[src/rtl/hilo_muldiv_unit_if.sv]
// Request/response bundle between the EX stage and the HI/LO multiply/divide unit.
interface hilo_muldiv_unit_if #(
    parameter int WIDTH = 32
);
    logic             op_valid;
    logic             op_ready;
    logic [2:0]       op_code;
    logic [WIDTH-1:0] src_a;
    logic [WIDTH-1:0] src_b;
    logic             annul;
    logic             busy;
    logic             done;
    logic             div_by_zero;
    logic [WIDTH-1:0] hi;
    logic [WIDTH-1:0] lo;

    modport master (
        output op_valid, op_code, src_a, src_b, annul,
        input  op_ready, busy, done, div_by_zero, hi, lo
    );

    modport slave (
        input  op_valid, op_code, src_a, src_b, annul,
        output op_ready, busy, done, div_by_zero, hi, lo
    );
endinterface

[src/rtl/hilo_muldiv_unit.sv]
// Iterative multiply/divide unit owning HI/LO; one shared radix-2 datapath.
// Optional MULDIV_FAST_MUL_EN: single-cycle multiplier for mult/multu.
module hilo_muldiv_unit #(
    parameter int WIDTH = 32,
    parameter int CNT_W = $clog2(WIDTH) + 1
) (
    input  logic               clk,
    input  logic               resetn,
    hilo_muldiv_unit_if.slave  bus
);

    localparam logic [2:0] OP_MULT  = 3'b000;
    localparam logic [2:0] OP_MULTU = 3'b001;
    localparam logic [2:0] OP_DIV   = 3'b010;
    localparam logic [2:0] OP_DIVU  = 3'b011;
    localparam logic [2:0] OP_MTHI  = 3'b100;
    localparam logic [2:0] OP_MTLO  = 3'b101;

    localparam logic [1:0] ST_IDLE = 2'd0;
    localparam logic [1:0] ST_CALC = 2'd1;
    localparam logic [1:0] ST_SIGN = 2'd2;

    logic [1:0]         state;
    logic [CNT_W-1:0]   cnt;
    logic [2*WIDTH-1:0] acc;
    logic [WIDTH-1:0]   a_mag;
    logic [WIDTH-1:0]   b_mag;
    logic               op_is_div;
    logic               neg_q;
    logic               neg_r;
    logic               dz_pend;
    logic               sign_wait;
    logic [WIDTH-1:0]   hi_q;
    logic [WIDTH-1:0]   lo_q;
    logic               done_q;
    logic               dz_q;

    // Operand conditioning for the capture edge.
    logic               accept;
    logic               signed_op;
    logic               a_neg;
    logic               b_neg;
    logic [WIDTH-1:0]   a_mag_in;
    logic [WIDTH-1:0]   b_mag_in;

    assign accept    = bus.op_valid && (state == ST_IDLE) && !bus.annul;
    assign signed_op = !bus.op_code[0];
    assign a_neg     = signed_op && bus.src_a[WIDTH-1];
    assign b_neg     = signed_op && bus.src_b[WIDTH-1];
    assign a_mag_in  = a_neg ? -bus.src_a : bus.src_a;
    assign b_mag_in  = b_neg ? -bus.src_b : bus.src_b;

    // One radix-2 step of either shift-add multiply or restoring divide.
    logic [WIDTH:0]     mul_sum;
    logic [WIDTH:0]     div_trial;
    logic [WIDTH:0]     div_diff;
    logic [2*WIDTH-1:0] step_acc;
    logic [2*WIDTH-1:0] prod_out;
    logic [WIDTH-1:0]   quot_out;
    logic [WIDTH-1:0]   rem_out;

    always_comb begin
        // NOTE: every always_comb output gets a default first so no latch can be inferred.
        mul_sum   = '0;
        div_trial = '0;
        div_diff  = '0;
        step_acc  = acc;
        if (op_is_div) begin
            div_trial = acc[2*WIDTH-1:WIDTH-1];
            div_diff  = div_trial - {1'b0, b_mag};
            if (!div_diff[WIDTH])
                step_acc = {div_diff[WIDTH-1:0], acc[WIDTH-2:0], 1'b1};
            else
                step_acc = {div_trial[WIDTH-1:0], acc[WIDTH-2:0], 1'b0};
        end else begin
            mul_sum  = {1'b0, acc[2*WIDTH-1:WIDTH]} + (acc[0] ? {1'b0, a_mag} : '0);
            step_acc = {mul_sum, acc[WIDTH-1:1]};
        end
    end

    assign prod_out = neg_q ? -acc : acc;
    assign quot_out = neg_q ? -acc[WIDTH-1:0] : acc[WIDTH-1:0];
    assign rem_out  = neg_r ? -acc[2*WIDTH-1:WIDTH] : acc[2*WIDTH-1:WIDTH];

    // NOTE: sequential state uses <= so every register sees pre-edge values of its peers.
    always_ff @(posedge clk or negedge resetn) begin
        if (!resetn) begin
            state     <= ST_IDLE;
            cnt       <= '0;
            acc       <= '0;
            a_mag     <= '0;
            b_mag     <= '0;
            op_is_div <= 1'b0;
            neg_q     <= 1'b0;
            neg_r     <= 1'b0;
            dz_pend   <= 1'b0;
            sign_wait <= 1'b0;
            hi_q      <= '0;
            lo_q      <= '0;
            done_q    <= 1'b0;
            dz_q      <= 1'b0;
        end else begin
            done_q <= 1'b0;
            dz_q   <= 1'b0;
            case (state)
                ST_IDLE: begin
                    if (accept) begin
                        case (bus.op_code)
                            OP_MTHI: begin
                                hi_q   <= bus.src_a;
                                done_q <= 1'b1;
                            end
                            OP_MTLO: begin
                                lo_q   <= bus.src_a;
                                done_q <= 1'b1;
                            end
                            OP_MULT, OP_MULTU: begin
                                op_is_div <= 1'b0;
                                a_mag     <= a_mag_in;
                                b_mag     <= b_mag_in;
                                neg_q     <= a_neg ^ b_neg;
                                neg_r     <= a_neg;
                                dz_pend   <= 1'b0;
                                cnt       <= '0;
`ifdef MULDIV_FAST_MUL_EN
                                acc       <= {{WIDTH{1'b0}}, a_mag_in} * {{WIDTH{1'b0}}, b_mag_in};
                                state     <= ST_SIGN;
                                sign_wait <= 1'b1;
`else
                                acc       <= {{WIDTH{1'b0}}, b_mag_in};
                                state     <= ST_CALC;
                                sign_wait <= 1'b0;
`endif
                            end
                            OP_DIV, OP_DIVU: begin
                                op_is_div <= 1'b1;
                                b_mag     <= b_mag_in;
                                neg_q     <= a_neg ^ b_neg;
                                neg_r     <= a_neg;
                                cnt       <= '0;
                                acc       <= {{WIDTH{1'b0}}, a_mag_in};
                                if (bus.src_b == '0) begin
                                    // Raw dividend is kept so HI reports it unchanged.
                                    a_mag     <= bus.src_a;
                                    dz_pend   <= 1'b1;
                                    state     <= ST_SIGN;
                                    sign_wait <= 1'b1;
                                end else begin
                                    a_mag     <= a_mag_in;
                                    dz_pend   <= 1'b0;
                                    state     <= ST_CALC;
                                    sign_wait <= 1'b0;
                                end
                            end
                            default: ;
                        endcase
                    end
                end
                ST_CALC: begin
                    if (bus.annul) begin
                        state <= ST_IDLE;
                    end else begin
                        acc <= step_acc;
                        cnt <= cnt + CNT_W'(1);
                        if (cnt == CNT_W'(WIDTH - 1))
                            state <= ST_SIGN;
                    end
                end
                ST_SIGN: begin
                    // Short paths (divide by zero, fast multiply) hold one cycle so they finish at T0+2.
                    if (bus.annul) begin
                        state <= ST_IDLE;
                    end else if (sign_wait) begin
                        sign_wait <= 1'b0;
                    end else begin
                        if (!op_is_div) begin
                            {hi_q, lo_q} <= prod_out;
                        end else if (dz_pend) begin
                            lo_q <= '1;
                            hi_q <= a_mag;
                        end else begin
                            lo_q <= quot_out;
                            hi_q <= rem_out;
                        end
                        done_q <= 1'b1;
                        dz_q   <= dz_pend;
                        state  <= ST_IDLE;
                    end
                end
                default: state <= ST_IDLE;
            endcase
        end
    end

    assign bus.op_ready    = (state == ST_IDLE);
    assign bus.busy        = (state != ST_IDLE);
    assign bus.done        = done_q;
    assign bus.div_by_zero = dz_q;
    assign bus.hi          = hi_q;
    assign bus.lo          = lo_q;

endmodule

[src/flat_wrapper.sv]
// flat-port wrapper written by rule: the top's interface ports become plain ports
module hilo_muldiv_unit_flat 
#(
    parameter int WIDTH = 32,
    parameter int CNT_W = $clog2(WIDTH) + 1
)
  (clk, resetn, bus_op_valid, bus_op_code, bus_src_a, bus_src_b, bus_annul, bus_op_ready, bus_busy, bus_done, bus_div_by_zero, bus_hi, bus_lo);
  hilo_muldiv_unit_if #(.WIDTH(WIDTH)) bus_i ();
  input  logic clk;
  input  logic resetn;
  input wire logic [$bits(bus_i.op_valid)-1:0] bus_op_valid;
  input wire logic [$bits(bus_i.op_code)-1:0] bus_op_code;
  input wire logic [$bits(bus_i.src_a)-1:0] bus_src_a;
  input wire logic [$bits(bus_i.src_b)-1:0] bus_src_b;
  input wire logic [$bits(bus_i.annul)-1:0] bus_annul;
  output wire logic [$bits(bus_i.op_ready)-1:0] bus_op_ready;
  output wire logic [$bits(bus_i.busy)-1:0] bus_busy;
  output wire logic [$bits(bus_i.done)-1:0] bus_done;
  output wire logic [$bits(bus_i.div_by_zero)-1:0] bus_div_by_zero;
  output wire logic [$bits(bus_i.hi)-1:0] bus_hi;
  output wire logic [$bits(bus_i.lo)-1:0] bus_lo;
  assign bus_i.op_valid = bus_op_valid;
  assign bus_i.op_code = bus_op_code;
  assign bus_i.src_a = bus_src_a;
  assign bus_i.src_b = bus_src_b;
  assign bus_i.annul = bus_annul;
  assign bus_op_ready = bus_i.op_ready;
  assign bus_busy = bus_i.busy;
  assign bus_done = bus_i.done;
  assign bus_div_by_zero = bus_i.div_by_zero;
  assign bus_hi = bus_i.hi;
  assign bus_lo = bus_i.lo;
  hilo_muldiv_unit #(.WIDTH(WIDTH), .CNT_W(CNT_W)) u_core (.clk(clk), .resetn(resetn), .bus(bus_i));
endmodule
[config.mk]
export PLATFORM = sky130hd
export DESIGN_NAME = hilo_muldiv_unit_flat
export DESIGN_NICKNAME = d
export VERILOG_FILES = /design/src/rtl/hilo_muldiv_unit_if.sv /design/src/rtl/hilo_muldiv_unit.sv /design/src/flat_wrapper.sv
export SDC_FILE = /design/constraint.sdc
export NUM_CORES = 1
export LEC_CHECK = 0
export BUFFER_PORTS_ARGS = -buffer_cell sky130_fd_sc_hd__buf_4
export CORE_UTILIZATION = 45
export CTS_BUF_LIST = sky130_fd_sc_hd__clkbuf_8
export CTS_CLUSTER_DIAMETER = 80
export DETAILED_ROUTE_END_ITERATION = 10
export REMOVE_ABC_BUFFERS = 1
export SKIP_CTS_REPAIR_TIMING = 1
export SYNTH_ARGS = -nofsm -noshare
export SYNTH_HDL_FRONTEND = slang
export SYNTH_SLANG_ARGS = --single-unit
[constraint.sdc]
create_clock -name clk -period 4.35 [get_ports clk]
set_input_delay 0.87 -clock clk [delete_from_list [all_inputs] [get_ports clk]]
set_output_delay 0.87 -clock clk [all_outputs]
set_load 0.05 [all_outputs]
# After elaboration in Yosys (flattened, before gate mapping)
# Index checks and enable logic that the tools add are counted.
# word_totals
ram_bits	0
mem_count	0
register_bits	207
latch_bits	0
romBits	0
# op_classes
mul	0
n_addsub	8
mux	54
shift	0
div_mod_pow	0
reduce_logical	25
bitwise	1
order_cmp	0
n_eq_ne	18
# op_table
operator	count
$mux W32	18
$mux W64	5
$pmux W64 S2	2
$pmux W32 S2	3
$neg A32 Y32	4
$neg A64 Y64	1
$add A32 B33 Y33	1
$sub A33 B32 Y33	1
$logic_not A32 Y1	1
$mux W6	3
$reduce_and A4 Y1	4
$mux W2	6
$pmux W6 S2	1
$mux W1	10
$reduce_and A5 Y1	2
$ne A2 B2 Y1 const B	4
$pmux W1 S2	4
$reduce_bool A2 Y1	4
$add A6 B1 Y6 const B	1
$eq A3 B2 Y1 const B	2
$eq A3 B3 Y1 const B	2
$eq A6 B5 Y1 const B	1
$ne A2 B1 Y1 const B	3
$pmux W2 S3	1
15 further kinds	22

# Longest topological paths before layout
# depth
ltp_word	7
ltp_mapped	15
depth_no_buf	13

# Worst setup path before layout
# Ideal clock, no wire load.
# synth_path
kind	register -> register
start	register u_core.state[0]
end	register u_core.hi_q[23], in the netlist u_core.bus.hi[23]
required_time_ns	4.214
path_slack_ns	1.165
arrival_time_ns	3.049
n_path_buf	3
path_stages_with_launch	10
setup_ns	0.136
cell_sequence	dfrtp_1 clkbuf_1 nor2_1 inv_1 o21ai_0 clkbuf_1 clkbuf_1 nor2_1 a221oi_1 o21ai_0
# synth_between
elab_chain_len	5
elab_cells_between_ends	11
cone_classes	eq/ne (5); mux (1); reduce/logical (5)
# synth_rtl
item	line_no	source
start: declaration	hilo_muldiv_unit.sv:23	logic [1:0] state;
start signal: assignment	hilo_muldiv_unit.sv:88	state <= ST_IDLE;
start signal: assignment	hilo_muldiv_unit.sv:131	state <= ST_CALC;
start signal: assignment	hilo_muldiv_unit.sv:146	state <= ST_SIGN;
$logic_not A2 Y1 *	n/a	
net bus_op_ready	flat_wrapper.sv:16	output wire logic [$bits(bus_i.op_ready)-1:0] bus_op_ready;
$logic_and A1 B1 Y1 (2 in series)	hilo_muldiv_unit.sv:46	assign accept = bus.op_valid && (state == ST_IDLE) && !bus.annul;
$ne A2 B1 Y1 (no source line)	n/a	
$reduce_and A5 Y1 (no source line)	n/a	
end signal: assignment	hilo_muldiv_unit.sv:110	hi_q <= bus.src_a;
end signal: assignment	hilo_muldiv_unit.sv:177	{hi_q, lo_q} <= prod_out;
end signal: assignment	hilo_muldiv_unit.sv:180	hi_q <= a_mag;
end: declaration	hilo_muldiv_unit.sv:33	logic [WIDTH-1:0] hi_q;
# Mark *: on every way through the listed nets, which the timed path passes. The rest lies on a longest branch.
# A chain may end at the register's enable or synchronous reset.

# Worst setup path after layout
# layout_path
start	register u_core.acc[0]
end	register u_core.acc[61]
# layout_between
elab_chain_len	5
# layout_rtl
item	line_no	source
start: declaration	hilo_muldiv_unit.sv:25	logic [2*WIDTH-1:0] acc;
start signal: assignment	hilo_muldiv_unit.sv:130	acc <= {{WIDTH{1'b0}}, b_mag_in};
start signal: assignment	hilo_muldiv_unit.sv:141	acc <= {{WIDTH{1'b0}}, a_mag_in};
start signal: assignment	hilo_muldiv_unit.sv:163	acc <= step_acc;
$mux W32	hilo_muldiv_unit.sv:76	mul_sum = {1'b0, acc[2*WIDTH-1:WIDTH]} + (acc[0] ? {1'b0, a_mag} : '0);
$add A32 B33 Y33	hilo_muldiv_unit.sv:76	
$mux W64	hilo_muldiv_unit.sv:68	if (op_is_div) begin
$mux W64	hilo_muldiv_unit.sv:160	if (bus.annul) begin
$pmux W64 S2	hilo_muldiv_unit.sv:105	case (state)
# Every way passes these cells. The select of a mux whose other input is x is not followed.

==> results by group <==
Route
  – DR iter-0 viols: 1,658
  – Total Routed Length: 62,400 um
  – DRC: 0
  – Drt via density: 6.03
  – Routed length per instance: 22.1 um
  – Drt first pass iters: 8
  – Antenna-violating nets left: 0
  – Via count: 17,100

Status
  – Status: completed

Clock network
  – Max Buffers Root-to-Sink: 3
  – Worst-skew pair later-pin latency: 0.59 ns
  – Cts bufs inserted: 41
  – H-Tree Depth: 2
  – CTS tree: yes
  – CTS sink count: 207
  – Clock Root Buffer: clkbuf_8
  – Clk pin slew, worst setup/hold paths: 0.06 ns

STA
  – Worst Tran Pin Value: 0.979 ns
  – Final period utilization: 0.889
  – Maximum clock rate: 259 MHz
  – Setup slack after layout: 0.482 ns
  – Final Hold Viols: 0
  – Min Clock Period, post-route: 3.87 ns
  – Final Hold Slack: 0.371 ns
  – Final Max Slew Viols: 0
  – Slew Limit Headroom: 0.347
  – RSZ-0062 raised after global routing: false
  – Final setup fails: 0
  – Skew final: 0.0450 ns

Worst setup path
  – Largest stage delay on the critical path: 0.69 ns
  – Critical path's most frequent cell: a21o_1
  – Max FO, Critical Path: 25
  – Slowest stage cell, crit path: dfrtp_1
  – Worst Setup End Kind: flip-flop
  – CP Launch Type: flip-flop
  – Crit path required time: 4.77 ns
  – CP Class: flip-flop to flip-flop
  – Data arrival, critical path: 4.29 ns
  – Critical Path, Cell by Cell: buf_4 -> and2_1 -> ha_1 -> a21o_1 -> a21o_1 -> a211oi_1 -> nor4bb_1 -> nor2_1 -> a41oi_1 -> xnor2_1 -> a22oi_1 -> o211ai_1

Synthesis
  – Synth unique cells: 90
  – Adder-Cell Fraction of Synth Area: 0.0519
  – Largest family of logic cells by synthesized area: compound AO/OA/AOI/OAI gates
  – FF+latch count, synth: 207
  – Asr flop ratio synth: 1.00
  – Syn Area/Cell: 7.76 um^2
  – Mux contribution to synthesized area: 0.0272
  – Post-synth EDFFs: 0
  – Main synth FF type: dfrtp_1
  – Sequential-to-total area share from yosys stat: 0.297
  – Area of the mapped netlist: 0.0174 mm^2
  – Count of warnings emitted by yosys: 0
  – Synth Area in Compound Gates: 0.253
  – Post-synthesis xor/xnor area fraction: 0.117
  – Gate Count Post-Synth: 2,244
  – Synth Area in Simple Gates: 0.200

Global routing
  – Busiest grt layer: met2
  – GRT Util Overall: 0.318
  – Initial antenna violation count: 0
  – GR met1 Demand/Resource: 0.459
  – Global route overflow: 0
  – Met2 usage: 0.484
  – Largest net degree at the start of global routing: 121
  – Vias in the first global route: 16,000
  – GR met3 Demand/Resource: 0.0556
  – Global-route wire length before repair: 96,000 um

Power and ir drop
  – Internal power: 0.00628 W
  – Clk pwr share: 0.159
  – LEAKAGE: 8.55 nW
  – NetSw: 0.00623 W
  – Logic pwr share: 0.571
  – Switching Share: 0.498
  – Pwr dens: 639 mW/mm^2
  – Max VDD drop: 0.324 mV
  – Sequential power share: 0.270

Finish
  – Post-route design area: 0.0196 mm^2
  – Share of cells above drive strength 1: 0.126
  – Net count reported at finish: 2,436
  – Layout Cells excl Fill: 2,831
  – Area grow syn2layout: 12.5%
  – Ant diodes: 0

Floorplan
  – Die area: 0.0395 mm^2
  – Die Y: 199 um
  – Core area: 0.0378 mm^2
  – Row Count: 71
  – Starting Density: 0.460
  – Die W: 199 um
  – I/O pins: 139

Job
  – Max Cap Viol: 0

Placement
  – Cell Area, Placed: 0.0188 mm^2
  – GP Congestion: 0.975
  – DP Wirelength: 46,900 um
  – Port Buffers: 138
  – Placed insts: 2,762
  – Dpl ws: 0.588 ns

Worst hold path
  – Hold WC Path Type: input port to async pin
[through the flow]
| stage | util | power, W | setup TNS (ns) |
|---|---|---|---|
| CTS | 0.518 | 0.0124 | 0 |
| floorplan | - | 0.00821 | -68.61 |
| finish | 0.518 | 0.0125 | 0 |
| detailed placement | 0.497 | 0.0104 | 0 |
| global placement | 0.497 | 0.0103 | 0 |
| global route | 0.518 | 0.0133 | 0 |
[area by class of cell]
| class | count | area [um^2] |
|---|---|---|
| sequential | 207 | 5190 |
| inverter | 59 | 221 |
| timing repair buffer | 186 | 1420 |
| fill | 3821 | 18300 |
| clock buffer | 52 | 716 |
| multi-input combinational | 1799 | 11300 |
| tap | 511 | 639 |
| clock inverter | 17 | 75.1 |
[Yosys cell counts (13+ instances only)]
cell type	number	area (um^2)
a211oi_1	20	150
a21o_1	38	285
a21oi_1	165	826
a22oi_1	18	135
a31oi_1	19	119
and2_1	42	263
buf_2	13	65.1
clkbuf_1	154	578
dfrtp_1	207	5180
ha_1	69	863
inv_1	59	221
mux2i_1	45	450
nand2_1	285	1070
nand2b_1	21	131
nand3_1	32	160
nand4_1	14	87.6
nor2_1	178	668
nor2b_1	18	113
nor3_1	42	210
nor4_1	17	106
o211ai_1	21	158
o21ai_0	257	1290
o22ai_1	37	231
o31ai_1	28	210
o41ai_1	16	140
or3_1	18	113
or4_1	16	120
xnor2_1	133	1160
xor2_1	96	841
[power by group through the flow]
stage                     combinational (W)  clock, W  sequential [W]
final                               0.00714   0.00199         0.00338
after CTS                           0.00705   0.00202         0.00334
after floorplan                     0.00437         0         0.00384
after global routing                0.00776   0.00209         0.00345
after detailed placement            0.00700         0         0.00337
after global placement              0.00697         0         0.00335
[registers in the layout, indices dropped and copies added, names as in the netlist, 2 cells and up]
signal         flops
u_core.acc        64
u_core.a_mag      32
u_core.b_mag      32
u_core.bus.hi     32
u_core.bus.lo     32
u_core.cnt         6
u_core.state       2
[kinds of logic after synthesis]
kind of cell | count (synthesis)
AO/OA/AOI/OAI | 719
XOR/XNOR | 231
adder cells (fa/ha/maj) | 71
buffers and inverters | 238
flip-flops | 207
multiplexers | 47
AND/OR/NAND/NOR | 731
[critical path, delay by kind of cell (launching register included)]
kind / cells / cell delay, ns
and+or+nand+nor: 3 / 0.91
DFF: 1 / 0.69
adders and majority gates: 1 / 0.27
buffers and inverters: 1 / 0.38
xor gates and xnor gates: 1 / 0.13
AOI/OAI and AO/OA: 6 / 1.32
[final timing paths]
| check | startpoint | end | cells after the start | slack, ns |
|---|---|---|---|---|
| max in group asynchronous | resetn | u_core.acc[29]$_DFFE_PN0P_ | 2 | 3.00 |
| worst max-delay path | u_core.acc[0]$_DFFE_PN0P_ | u_core.acc[61]$_DFFE_PN0P_ | 12 | 0.48 |
| worst min register to register | u_core.bus.hi[6]$_DFFE_PN0P_ | u_core.bus.hi[6]$_DFFE_PN0P_ | 2 | 0.48 |
| worst min-delay path | resetn | u_core.bus.lo[7]$_DFFE_PN0P_ | 1 | 0.37 |
| worst max register to register | u_core.acc[0]$_DFFE_PN0P_ | u_core.acc[61]$_DFFE_PN0P_ | 12 | 0.48 |
| min in group clk | u_core.bus.hi[6]$_DFFE_PN0P_ | u_core.bus.hi[6]$_DFFE_PN0P_ | 2 | 0.48 |
[placed cells by master, fill, tap and decap left out, types with 5 or more instances in the layout]
| master | n |
|---|---|
| nor3b_1 | 6 |
| clkinv_2 | 5 |
| or3_1 | 18 |
| o21a_1 | 6 |
| inv_1 | 70 |
| ha_1 | 69 |
| dfrtp_1 | 204 |
| xor2_1 | 96 |
| a21o_1 | 38 |
| nor2b_1 | 17 |
| or4_1 | 16 |
| a31oi_1 | 19 |
| and3_1 | 9 |
| nand3_1 | 32 |
| o31ai_1 | 28 |
| a211oi_1 | 20 |
| o21ai_1 | 12 |
| o221ai_1 | 12 |
| o21ai_0 | 256 |
| buf_4 | 184 |
| a21oi_1 | 165 |
| nor2_1 | 177 |
| xnor2_1 | 133 |
| or2_2 | 5 |
| o41ai_1 | 16 |
| a221oi_1 | 12 |
| nand2_1 | 283 |
| nor3_1 | 42 |
| o21bai_1 | 6 |
| nor4_1 | 17 |
| o22ai_1 | 37 |
| o211ai_1 | 21 |
| a221o_1 | 5 |
| mux2i_1 | 45 |
| nand4_1 | 14 |
| clkbuf_8 | 52 |
| a22oi_1 | 18 |
| nand2b_1 | 20 |
| and2_1 | 42 |
[layer usage]
metal  wire length, um  up-vias
met1             28600     8146
met3              5030      101
met5                 0        -
met4              1560        0
met2             27300      708
li1                  -     8103
(Power assumes the default switching activity.)
